--- config.mk ---
export PLATFORM = sky130hd
export DESIGN_NAME = gcd_sched
export DESIGN_NICKNAME = d
export VERILOG_FILES = /design/src/rtl/gcd_pkg.sv /design/src/rtl/rr_arbiter.sv /design/src/rtl/gcd_sched.sv
export SDC_FILE = /design/constraint.sdc
export NUM_CORES = 1
export LEC_CHECK = 0
export BUFFER_PORTS_ARGS = -buffer_cell sky130_fd_sc_hd__buf_2
export CAP_MARGIN = 20
export CORE_AREA = 2 2 158 160
export CTS_BUF_LIST = sky130_fd_sc_hd__clkbuf_2 sky130_fd_sc_hd__clkbuf_4 sky130_fd_sc_hd__clkbuf_8
export DETAILED_ROUTE_END_ITERATION = 8
export DIE_AREA = 0 0 160 162
export PLACE_DENSITY = 0.57
export SYNTH_ARGS = -nofsm -noshare
export SYNTH_HDL_FRONTEND = slang
export SYNTH_HIERARCHICAL = 1
export SYNTH_SLANG_ARGS = --single-unit
--- constraint.sdc ---
create_clock -name clk -period 2.9 [get_ports clk]
set_input_delay 0.29 -clock clk [delete_from_list [all_inputs] [get_ports clk]]
set_output_delay 0.29 -clock clk [all_outputs]
set_load 0.01 [all_outputs]
--- src/rtl/gcd_pkg.sv ---
// Shared types and defaults for the gcd_sched round-robin front end.
// The optional watchdog is enabled with `GCD_SCHED_TIMEOUT_EN in gcd_sched.
package gcd_pkg;

    localparam int DEFAULT_WIDTH   = 32;
    localparam int DEFAULT_TIMEOUT = 1024;

    typedef enum logic [1:0] {
        IDLE   = 2'd0,
        LAUNCH = 2'd1,
        WAIT   = 2'd2,
        RESP   = 2'd3
    } gcd_sched_state_t;

    // Width of a requester index; never narrower than one bit.
    function automatic int idx_width(input int n);
        return (n > 1) ? $clog2(n) : 1;
    endfunction

endpackage

--- src/rtl/rr_arbiter.sv ---
// Combinational round-robin pick: first asserted request at or above ptr,
// wrapping modulo NREQ. Produces a one-hot grant and its binary index.
module rr_arbiter #(
    parameter int NREQ  = 4,
    parameter int IDX_W = (NREQ > 1) ? $clog2(NREQ) : 1
) (
    input  logic [NREQ-1:0]  req,
    input  logic [IDX_W-1:0] ptr,
    output logic [NREQ-1:0]  grant,
    output logic [IDX_W-1:0] grant_idx
);

    logic [2*NREQ-1:0] req_dbl;
    logic [2*NREQ-1:0] req_shift;
    logic [NREQ-1:0]   req_rot;
    logic              any_req;

    // Rotating a doubled copy puts requester ptr at bit 0 of req_rot.
    assign req_dbl   = {req, req};
    assign req_shift = req_dbl >> ptr;
    assign req_rot   = req_shift[NREQ-1:0];
    assign any_req   = |req;

    always_comb begin
        logic found;
        int   sum;
        found     = 1'b0;
        sum       = 0;
        grant_idx = '0;
        for (int k = 0; k < NREQ; k++) begin
            if (!found && req_rot[k]) begin
                found = 1'b1;
                sum   = int'(ptr) + k;
                if (sum >= NREQ) begin
                    sum = sum - NREQ;
                end
                grant_idx = IDX_W'(sum);
            end
        end
    end

    genvar gi;
    generate
        for (gi = 0; gi < NREQ; gi++) begin : g_grant
            assign grant[gi] = any_req && (grant_idx == IDX_W'(gi));
        end
    endgenerate

endmodule

--- src/rtl/gcd_sched.sv ---
// Round-robin scheduler sharing one gcd unit among NREQ requesters.
// Define GCD_SCHED_TIMEOUT_EN to add a WAIT-state watchdog that returns rsp_err.
module gcd_sched
    import gcd_pkg::*;
#(
    parameter int NREQ    = 4,
    parameter int WIDTH   = DEFAULT_WIDTH,
    parameter int TIMEOUT = DEFAULT_TIMEOUT
) (
    input  logic                  clk,
    input  logic                  reset,
    input  logic [NREQ-1:0]       req_valid,
    output logic [NREQ-1:0]       req_ready,
    input  logic [NREQ*WIDTH-1:0] req_a,
    input  logic [NREQ*WIDTH-1:0] req_b,
    output logic [NREQ-1:0]       rsp_valid,
    input  logic [NREQ-1:0]       rsp_ready,
    output logic [WIDTH-1:0]      rsp_result,
    output logic                  rsp_err,
    output logic                  gcd_start,
    output logic [WIDTH-1:0]      gcd_a,
    output logic [WIDTH-1:0]      gcd_b,
    input  logic                  gcd_done,
    input  logic [WIDTH-1:0]      gcd_result
);

    localparam int IDX_W = idx_width(NREQ);

    localparam logic [1:0] ST_IDLE   = IDLE;
    localparam logic [1:0] ST_LAUNCH = LAUNCH;
    localparam logic [1:0] ST_WAIT   = WAIT;
    localparam logic [1:0] ST_RESP   = RESP;

    logic [1:0]       state_reg;
    logic [1:0]       state_next;
    logic [IDX_W-1:0] ptr_reg;
    logic [IDX_W-1:0] ptr_next;
    logic [IDX_W-1:0] grant_idx_reg;
    logic [WIDTH-1:0] gcd_a_reg;
    logic [WIDTH-1:0] gcd_b_reg;
    logic [WIDTH-1:0] rsp_result_reg;

    logic [NREQ-1:0]  arb_grant;
    logic [IDX_W-1:0] arb_idx;
    logic             req_any;
    logic             accept;
    logic             rsp_fire;
    logic             wait_done;
    logic             wd_expire;
    logic [WIDTH-1:0] sel_a;
    logic [WIDTH-1:0] sel_b;
    logic [WIDTH-1:0] req_a_arr [NREQ];
    logic [WIDTH-1:0] req_b_arr [NREQ];

    rr_arbiter #(
        .NREQ  (NREQ),
        .IDX_W (IDX_W)
    ) u_arb (
        .req       (req_valid),
        .ptr       (ptr_reg),
        .grant     (arb_grant),
        .grant_idx (arb_idx)
    );

    genvar gi;
    generate
        for (gi = 0; gi < NREQ; gi++) begin : g_req
            assign req_a_arr[gi] = req_a[gi*WIDTH +: WIDTH];
            assign req_b_arr[gi] = req_b[gi*WIDTH +: WIDTH];
            assign rsp_valid[gi] = (state_reg == ST_RESP) && (grant_idx_reg == IDX_W'(gi));
        end
    endgenerate

    assign sel_a   = req_a_arr[arb_idx];
    assign sel_b   = req_b_arr[arb_idx];
    assign req_any = |req_valid;

    // Gating with reset keeps requesters from seeing an accept that the FSM discards.
    assign accept    = (state_reg == ST_IDLE) && req_any && !reset;
    assign req_ready = accept ? arb_grant : '0;
    assign rsp_fire  = (state_reg == ST_RESP) && rsp_ready[grant_idx_reg];
    assign wait_done = (state_reg == ST_WAIT) && gcd_done;

    assign gcd_start  = (state_reg == ST_LAUNCH);
    assign gcd_a      = gcd_a_reg;
    assign gcd_b      = gcd_b_reg;
    assign rsp_result = rsp_result_reg;

    assign ptr_next = (grant_idx_reg == IDX_W'(NREQ - 1)) ? '0 : grant_idx_reg + 1'b1;

    always_comb begin
        state_next = state_reg;
        case (state_reg)
            ST_IDLE:   if (req_any) state_next = ST_LAUNCH;
            ST_LAUNCH: state_next = ST_WAIT;
            ST_WAIT:   if (gcd_done || wd_expire) state_next = ST_RESP;
            ST_RESP:   if (rsp_fire) state_next = ST_IDLE;
            default:   state_next = ST_IDLE;
        endcase
    end

    always_ff @(posedge clk) begin
        if (reset) begin
            state_reg      <= ST_IDLE;
            ptr_reg        <= '0;
            grant_idx_reg  <= '0;
            gcd_a_reg      <= '0;
            gcd_b_reg      <= '0;
            rsp_result_reg <= '0;
        end else begin
            state_reg <= state_next;
            if (accept) begin
                gcd_a_reg     <= sel_a;
                gcd_b_reg     <= sel_b;
                grant_idx_reg <= arb_idx;
            end
            // A real result always wins over an expiring watchdog.
            if (wait_done) begin
                rsp_result_reg <= gcd_result;
            end else if (wd_expire) begin
                rsp_result_reg <= '0;
            end
            if (rsp_fire) begin
                ptr_reg <= ptr_next;
            end
        end
    end

`ifdef GCD_SCHED_TIMEOUT_EN
    localparam int CNT_W = $clog2(TIMEOUT + 1);

    logic [CNT_W-1:0] wd_cnt_reg;
    logic             rsp_err_reg;

    // WAIT cycles are counted 0..TIMEOUT-1; the last one without done expires.
    assign wd_expire = (state_reg == ST_WAIT) && !gcd_done
                       && (wd_cnt_reg == CNT_W'(TIMEOUT - 1));
    assign rsp_err   = rsp_err_reg;

    always_ff @(posedge clk) begin
        if (reset) begin
            wd_cnt_reg  <= '0;
            rsp_err_reg <= 1'b0;
        end else begin
            if (state_reg == ST_LAUNCH) begin
                wd_cnt_reg <= '0;
            end else if (state_reg == ST_WAIT) begin
                wd_cnt_reg <= wd_cnt_reg + 1'b1;
            end
            if (wait_done) begin
                rsp_err_reg <= 1'b0;
            end else if (wd_expire) begin
                rsp_err_reg <= 1'b1;
            end
        end
    end
`else
    logic unused_timeout;

    assign wd_expire      = 1'b0;
    assign rsp_err        = 1'b0;
    assign unused_timeout = |TIMEOUT;
`endif

endmodule
# Yosys cells after proc, flatten, opt, wreduce, memory -nomap -nowiden
# Cells that the tools add are included.
[word_totals]
regBits = 102
in_bits = 299
word_cells = 83
[op_classes]
bitwise_logic = 1
order_cmp = 6
shift = 1
reduce_logical = 24
n_mux = 25
eq_ne = 12
n_addsub = 8
[ops]
columns = ["operator", "count"]
rows = [
  ["binary-select mux 32 bit (select 2 bit)", 2],
  ["two-way mux 32 bit", 4],
  ["two-way mux 2 bit", 12],
  ["logical AND 1 bit", 15],
  ["== test 2 bit (second input constant)", 6],
  [">= comparator 3 bit (second input constant)", 4],
  ["case mux 2 bit (4 select lines)", 1],
  [">> shifter 8 x 2 -> 4 bit", 1],
  ["subtractor 2 x 1 -> 2 bit (second input constant)", 4],
  ["adder 2 x 2 -> 3 bit (second input constant)", 2],
  ["== test 2 x 1 -> 1 bit (second input constant)", 3],
  ["zero test 2 bit", 3],
  ["inequality test 2 bit (second input constant)", 3],
  ["zero test 1 bit", 4],
  ["two-way mux 1 bit", 4],
  ["two-way mux 4 bit", 1],
  ["OR reduction 4 bit", 1],
  ["adder 2 x 1 -> 3 bit (second input constant)", 1],
  [">= comparator 2 x 3 -> 1 bit (second input constant)", 1],
  ["< comparator 2 x 3 -> 1 bit (second input constant)", 1],
  ["inverter 2 -> 3 bit", 1],
  ["AND reduction 3 bit", 1],
  ["adder 2 x 1 -> 2 bit (second input constant)", 1],
  ["binary-select mux 1 bit (select 2 bit)", 1],
]

# Longest topological paths before layout
[logic_depth]
depth_word = 15
depth_mapped = 9
mapped_depth_nobuf = 6

# Cells and area by module
# The synthesis kept the hierarchy.
[modules_own_cells]
columns = ["module", "area_each_um2", "cells_per_inst", "instances"]
rows = [
  ["gcd_sched", 5328.9, 553, 1],
  ["rr_arbiter", 197.7, 31, 1],
]

# Worst setup path before layout
# OpenSTA, ideal clock, no wires.
[synth_path]
kind = "register -> register"
startpoint = "register ptr_reg[1]"
endpoint = "register gcd_b_reg[19] (netlist: gcd_b[19])"
t_required_ns = 2.768
setup_time_ns = 0.132
synth_period_minus_slack_ns = 2.189
path_buffers = 3
slack_ns = 0.711
stages_incl_launch_ff = 10
t_arrival_ns = 2.056
path_cell_list = "dfxtp_1 > buf_6 > mux2i_1 > nor2_1 > a311oi_1 > buf_4 > buf_4 > mux4_2 > nand2_1 > a21oi_1"
[synth_via]
elab_chain_cells = 15
elab_cells_between_ends = 33
classes_between = "add/sub: 7; order compare: 4; shift: 1; mux: 14; bitwise: 1; reduce/logical: 6"
[synth_lines]
columns = ["element", "line_no", "source"]
rows = [
  ["start: declaration", "gcd_sched.sv:36", "logic [IDX_W-1:0] ptr_reg;"],
  ["start signal: assignment", "gcd_sched.sv:124", "ptr_reg <= ptr_next;"],
  ["branches (longest 10 deep; another with adder 2 x 1 -> 3 bit)", "n/a", ""],
  ["two-way mux 2 bit (*)", "rr_arbiter.sv:31", "if (!found && req_rot[k]) begin"],
  ["net arb_idx[0]", "gcd_sched.sv:44", "logic [IDX_W-1:0] arb_idx;"],
  ["inverter 2 -> 3 bit (implied by the code) (*)", "gcd_sched.sv:75", "assign sel_b = req_b_arr[arb_idx];"],
  ["binary-select mux 32 bit (select 2 bit) (*)", "gcd_sched.sv:75", ""],
  ["two-way mux 32 bit (implied by the code) (*) (2 in series)", "gcd_sched.sv:75", ""],
  ["end signal: assignment", "gcd_sched.sv:114", "gcd_b_reg <= sel_b;"],
  ["end: declaration", "gcd_sched.sv:40", "logic [WIDTH-1:0] gcd_b_reg;"],
]
# Mark *: on every way through the listed nets, which the timed path passes. The select of a mux whose other input is x is not followed.
# A chain may end at the register's enable or synchronous reset.

# Worst setup path in the final report
[layout_path]
startpoint = "register ptr_reg[1]"
endpoint = "register gcd_a_reg[10] (netlist: gcd_a[10])"
[layout_via]
elab_chain_cells = 15
elab_cells_between_ends = 33
classes_between = "add/sub: 7; order compare: 4; shift: 1; mux: 14; bitwise: 1; reduce/logical: 6"
[layout_lines]
columns = ["element", "line_no", "source"]
rows = [
  ["branches (longest 10 deep; another with adder 2 x 1 -> 3 bit)", "n/a", ""],
  ["two-way mux 2 bit (*)", "rr_arbiter.sv:31", ""],
  ["net arb_idx[0]", "gcd_sched.sv:44", ""],
  ["inverter 2 -> 3 bit (implied by the code) (*)", "gcd_sched.sv:74", "assign sel_a = req_a_arr[arb_idx];"],
  ["binary-select mux 32 bit (select 2 bit) (*)", "gcd_sched.sv:74", ""],
  ["two-way mux 32 bit (implied by the code) (*) (2 in series)", "gcd_sched.sv:74", ""],
  ["end signal: assignment", "gcd_sched.sv:113", "gcd_a_reg <= sel_a;"],
  ["end: declaration", "gcd_sched.sv:39", "logic [WIDTH-1:0] gcd_a_reg;"],
]
# Marks and branches as above.

==> summary.md <==
| Metric | Value |
|---|---|
| Area contributors post-synth | `sky130_fd_sc_hd__dfxtp_1 37%, sky130_fd_sc_hd__mux4_2 26%, sky130_fd_sc_hd__nand2_1 13%` |
| Overflow after GRT | `0` |
| Routed length on met3 | `1.53 mm` |
| Number of top-level pins | `405` |
| Share of cells above drive strength 1 | `52.6%` |
| Level count of the clock H-tree | `3` |
| Fraction of post-synthesis cell area in the top cell type by area | `36.9%` |
| Portion of the post-synthesis area used by sequential elements | `36.9%` |
| Max-capacitance violation count | `0` |
| Synth Warn # | `6` |
| HPWL after detailed placement | `16.7 mm` |
| Total routing usage reported by global routing | `15.6%` |
| Total die area | `25900 µm²` |
| Uppermost routed layer | `met5` |
| Transition at the pin with the smallest max-transition slack | `0.634 ns` |
| Clock latency at the later pin of the worst-skew pair | `0.39 ns` |
| Most repeated cell in the gate-level netlist after synthesis | `sky130_fd_sc_hd__nand2_1` |
| Detailed route wirelength on metal2 | `10.7 mm` |
| Per-cell via count in the routed design | `4.50` |
| 1st-iter DRT viols | `368` |
| Internal portion of total power | `0.00306 W` |
| CTS tree | `built` |
| Sum of negative setup slack | `0 ns` |
| Clock transition at the register clock pins on the worst setup and hold paths after CTS | `0.14 ns` |
| Total Nets Final | `1266` |
| Final number of max-transition violations | `0` |
| Minimum setup slack among reg-to-reg paths | `0.34 ns` |
| Pin count of the biggest net entering global routing | `43` |
| Sort of element at the end of the critical path | `register` |
| Clock buffers created by TritonCTS | `9` |
| EDFF count, synth | `0` |
| Num Clock Sinks | `102` |
| Floorplan row count | `57` |
| Worst endpoint required time | `3.15 ns` |
| Flip-flop and latch area | `2040 µm²` |
| Leading cell types by count after synthesis | `197 x sky130_fd_sc_hd__nand2_1, 105 x sky130_fd_sc_hd__a21oi_1, 102 x sky130_fd_sc_hd__dfxtp_1, 65 x sky130_fd_sc_hd__mux4_2, 25 x sky130_fd_sc_hd__clkbuf_1` |
| Cell area after placement | `7870 µm²` |
| Total vias in the final route | `5802` |
| Max Fanout on Critical Path | `22` |
| Capture point of the worst reg-to-reg path | `gcd_a[10]$_SDFFE_PP0P_` |
| Hold buffer count at cts | `0` |
| Net load switching power | `0.00221 W` |
| Fraction of registers with async set or reset after synthesis | `0%` |
| CTS max path bufs | `2` |
| First-pass DRT Iterations | `4` |
| Count of state elements after synthesis | `102` |
| Cell taking the most area after synthesis | `sky130_fd_sc_hd__dfxtp_1` |
| Unrepaired setup endpoints after global routing | `no` |
| Wire length of the first global-routing pass | `31.8 mm` |
| Critical path launch point type | `register` |
| Total nets after synthesis | `891` |
| Post-CTS Resized | `0` |
| Final setup violation count | `0` |
| Final hold violations | `0` |
| Data arrival at the endpoint of the critical path | `2.81 ns` |
| Total power density per cell area | `653 nW/µm²` |
| Status | `finished, final reports clean` |
| Clock skew | `0.0236 ns` |
| Floorplan core area | `24100 µm²` |
| Avg WL per Cell | `16.3 µm` |
| F_max | `390 MHz` |
| Headroom to the max-slew limit | `57.7%` |
| Post-DRT Antenna Nets | `0` |
| Fraction of power consumed by combinational cells | `45.2%` |
| Initial core utilization | `22.9%` |
| Part of the power in registers | `36.2%` |
| Weighted congestion reported at the end of routability-driven placement | `0.782` |
| Area overhead of the layout relative to synthesis | `46.3%` |
| Fin area | `8080 µm²` |
| Ratio of final minimum period to clock period | `88.4%` |
| Root cell of the clock tree | `sky130_fd_sc_hd__clkbuf_8` |
| Unique cell type count in the Yosys netlist | `32` |
| Post-Syn Area per Cell | `9.46 µm²` |
| # Post-CTS Setup Buffers | `0` |
| Initial antenna violation count | `4` |
| Power share of the clock group | `18.6%` |
| DRC viols | `0` |
| Cell depth of the worst flop-to-flop path | `8` |
| Length of routed wiring on met1 | `8.27 mm` |
| Standby leakage power | `3.72 nW` |
| Overall die width | `160 µm` |
| Vias in the first global route | `5810` |
| Combined area of all synthesized cells | `5530 µm²` |
| Number of fill cells | `2581` |
| Post-layout minimum cycle time | `2.56 ns` |
| Gate count after technology mapping | `584` |
| Wirelength, routed | `21.0 mm` |
| Number of I/O port buffers | `403` |
| Start of the worst register-to-register path | `ptr_reg[1]$_SDFFE_PP0P_` |
| Worst IR drop on VDD | `0.306 mV` |
| Crit path capture | `gcd_a[10]$_SDFFE_PP0P_` |
| Worst min-delay path category | `input pin to register` |
| Die extent in y | `162 µm` |
| Main synth FF type | `sky130_fd_sc_hd__dfxtp_1` |
| Area of combinational cells with multiple inputs | `3200 µm²` |
| Start point of the critical path | `ptr_reg[1]$_SDFFE_PP0P_` |
| Critical path class | `register to register` |
| Sw Ratio | `41.9%` |
## layout make-up
| type | instances | area share [%] |
|---|---|---|
| flip-flops and latches | 102 | 25.3 |
| inverters | 9 | 0.418 |
| well taps | 324 | 5.02 |
| repair buffers | 416 | 27.0 |
| clock buffers | 9 | 1.53 |
| clock inverters | 7 | 1.13 |
| diodes | 1 | 0.0310 |
| multi-input cells | 421 | 39.6 |
## cells in the final DEF (no fill, tap or decap), types with 2 or more instances in the layout
| master | Yosys | final |
|---|---|---|
| sky130_fd_sc_hd__a21bo_2 | 2 | 2 |
| sky130_fd_sc_hd__a21oi_1 | 105 | 105 |
| sky130_fd_sc_hd__and2_1 | 10 | 10 |
| sky130_fd_sc_hd__buf_12 | 0 | 5 |
| sky130_fd_sc_hd__buf_2 | 11 | 402 |
| sky130_fd_sc_hd__buf_4 | 4 | 9 |
| sky130_fd_sc_hd__clkbuf_8 | 0 | 9 |
| sky130_fd_sc_hd__clkinv_4 | 0 | 2 |
| sky130_fd_sc_hd__clkinv_8 | 0 | 4 |
| sky130_fd_sc_hd__dfxtp_1 | 102 | 102 |
| sky130_fd_sc_hd__ha_1 | 8 | 8 |
| sky130_fd_sc_hd__inv_1 | 9 | 9 |
| sky130_fd_sc_hd__mux2i_1 | 3 | 3 |
| sky130_fd_sc_hd__mux4_2 | 65 | 65 |
| sky130_fd_sc_hd__nand2_1 | 197 | 197 |
| sky130_fd_sc_hd__nand2b_1 | 5 | 5 |
| sky130_fd_sc_hd__nand3_1 | 2 | 2 |
| sky130_fd_sc_hd__nor2_1 | 6 | 6 |
| sky130_fd_sc_hd__o21ai_0 | 3 | 3 |
| sky130_fd_sc_hd__o21bai_1 | 2 | 2 |
| sky130_fd_sc_hd__o221a_2 | 2 | 2 |
## routing by layer
layer  vias to the layer above  global-route usage, %
li1                       2794                      -
met1                      2699                   17.8
met2                       271                   28.5
met3                        32                   3.96
met4                         6                   5.53
met5                         -                      0
## worst max-delay path, stage by stage (launching register included)
cell and delay [ns]:
sky130_fd_sc_hd__dfxtp_1 0.62, sky130_fd_sc_hd__mux2i_1 0.24, sky130_fd_sc_hd__nor2_1 0.09, sky130_fd_sc_hd__a311oi_4 0.35, sky130_fd_sc_hd__buf_12 0.25, sky130_fd_sc_hd__buf_12 0.23
sky130_fd_sc_hd__mux4_2 0.51, sky130_fd_sc_hd__nand2_1 0.08, sky130_fd_sc_hd__a21oi_1 0.06
## metrics by stage
stage | instances | power (W) | utilization, % | worst slack [ns] | hold slack [ns]
after detailed placement | 1272 | 0.00438 | 32.6 | 0.333 | 0.443
after floorplan | 584 | 0.00343 | - | 0.711 | 0.426
final | 1289 | 0.00527 | 33.5 | 0.336 | 0.114
after global routing | 1288 | 0.00571 | 33.5 | 0.150 | 0.0738
after global placement | 1272 | 0.00433 | 32.6 | 0.388 | 0.439
after CTS | 1288 | 0.00539 | 33.5 | 0.312 | 0.0802
## power by group through the flow
stage / clock network, W / registers (W) / logic (W)
after CTS: 0.00104 / 0.00191 / 0.00244
after global placement: 0 / 0.00193 / 0.00240
final: 0.000979 / 0.00191 / 0.00239
after detailed placement: 0 / 0.00195 / 0.00244
after global routing: 0.00110 / 0.00195 / 0.00266
after floorplan: 0 / 0.00206 / 0.00136
## worst min-delay path by stage
| stage | startpoint | to | slack (ns) | cells past startpoint |
|---|---|---|---|---|
| after detailed placement | gcd_a[6]$_SDFFE_PP0P_ | gcd_a[6]$_SDFFE_PP0P_ | 0.44 | 2 |
| final | gcd_result[28] | rsp_result[28]$_SDFFE_PP0P_ | 0.11 | 3 |
| after global placement | rsp_result[6]$_SDFFE_PP0P_ | rsp_result[6]$_SDFFE_PP0P_ | 0.44 | 2 |
| after CTS | gcd_result[15] | rsp_result[15]$_SDFFE_PP0P_ | 0.08 | 3 |
| after floorplan | gcd_result[0] | rsp_result[0]$_SDFFE_PP0P_ | 0.43 | 2 |
| after global routing | gcd_result[28] | rsp_result[28]$_SDFFE_PP0P_ | 0.07 | 3 |
## cells by family (layout without fill, tap and decap cells)
| logic type | count (synthesis) | in the layout | synth area share (%) |
|---|---|---|---|
| AND/OR/NAND/NOR | 222 | 222 | 16.0 |
| AO/OA/AOI/OAI | 122 | 122 | 12.4 |
| flip-flops | 102 | 102 | 36.9 |
| multiplexers | 68 | 68 | 27.0 |
| buffers and inverters | 61 | 441 | 5.80 |
| adder cells (fa/ha/maj) | 8 | 8 | 1.81 |
| other | 1 | 2 | 0.0679 |
No activity file was read; power rests on OpenSTA's default activity.
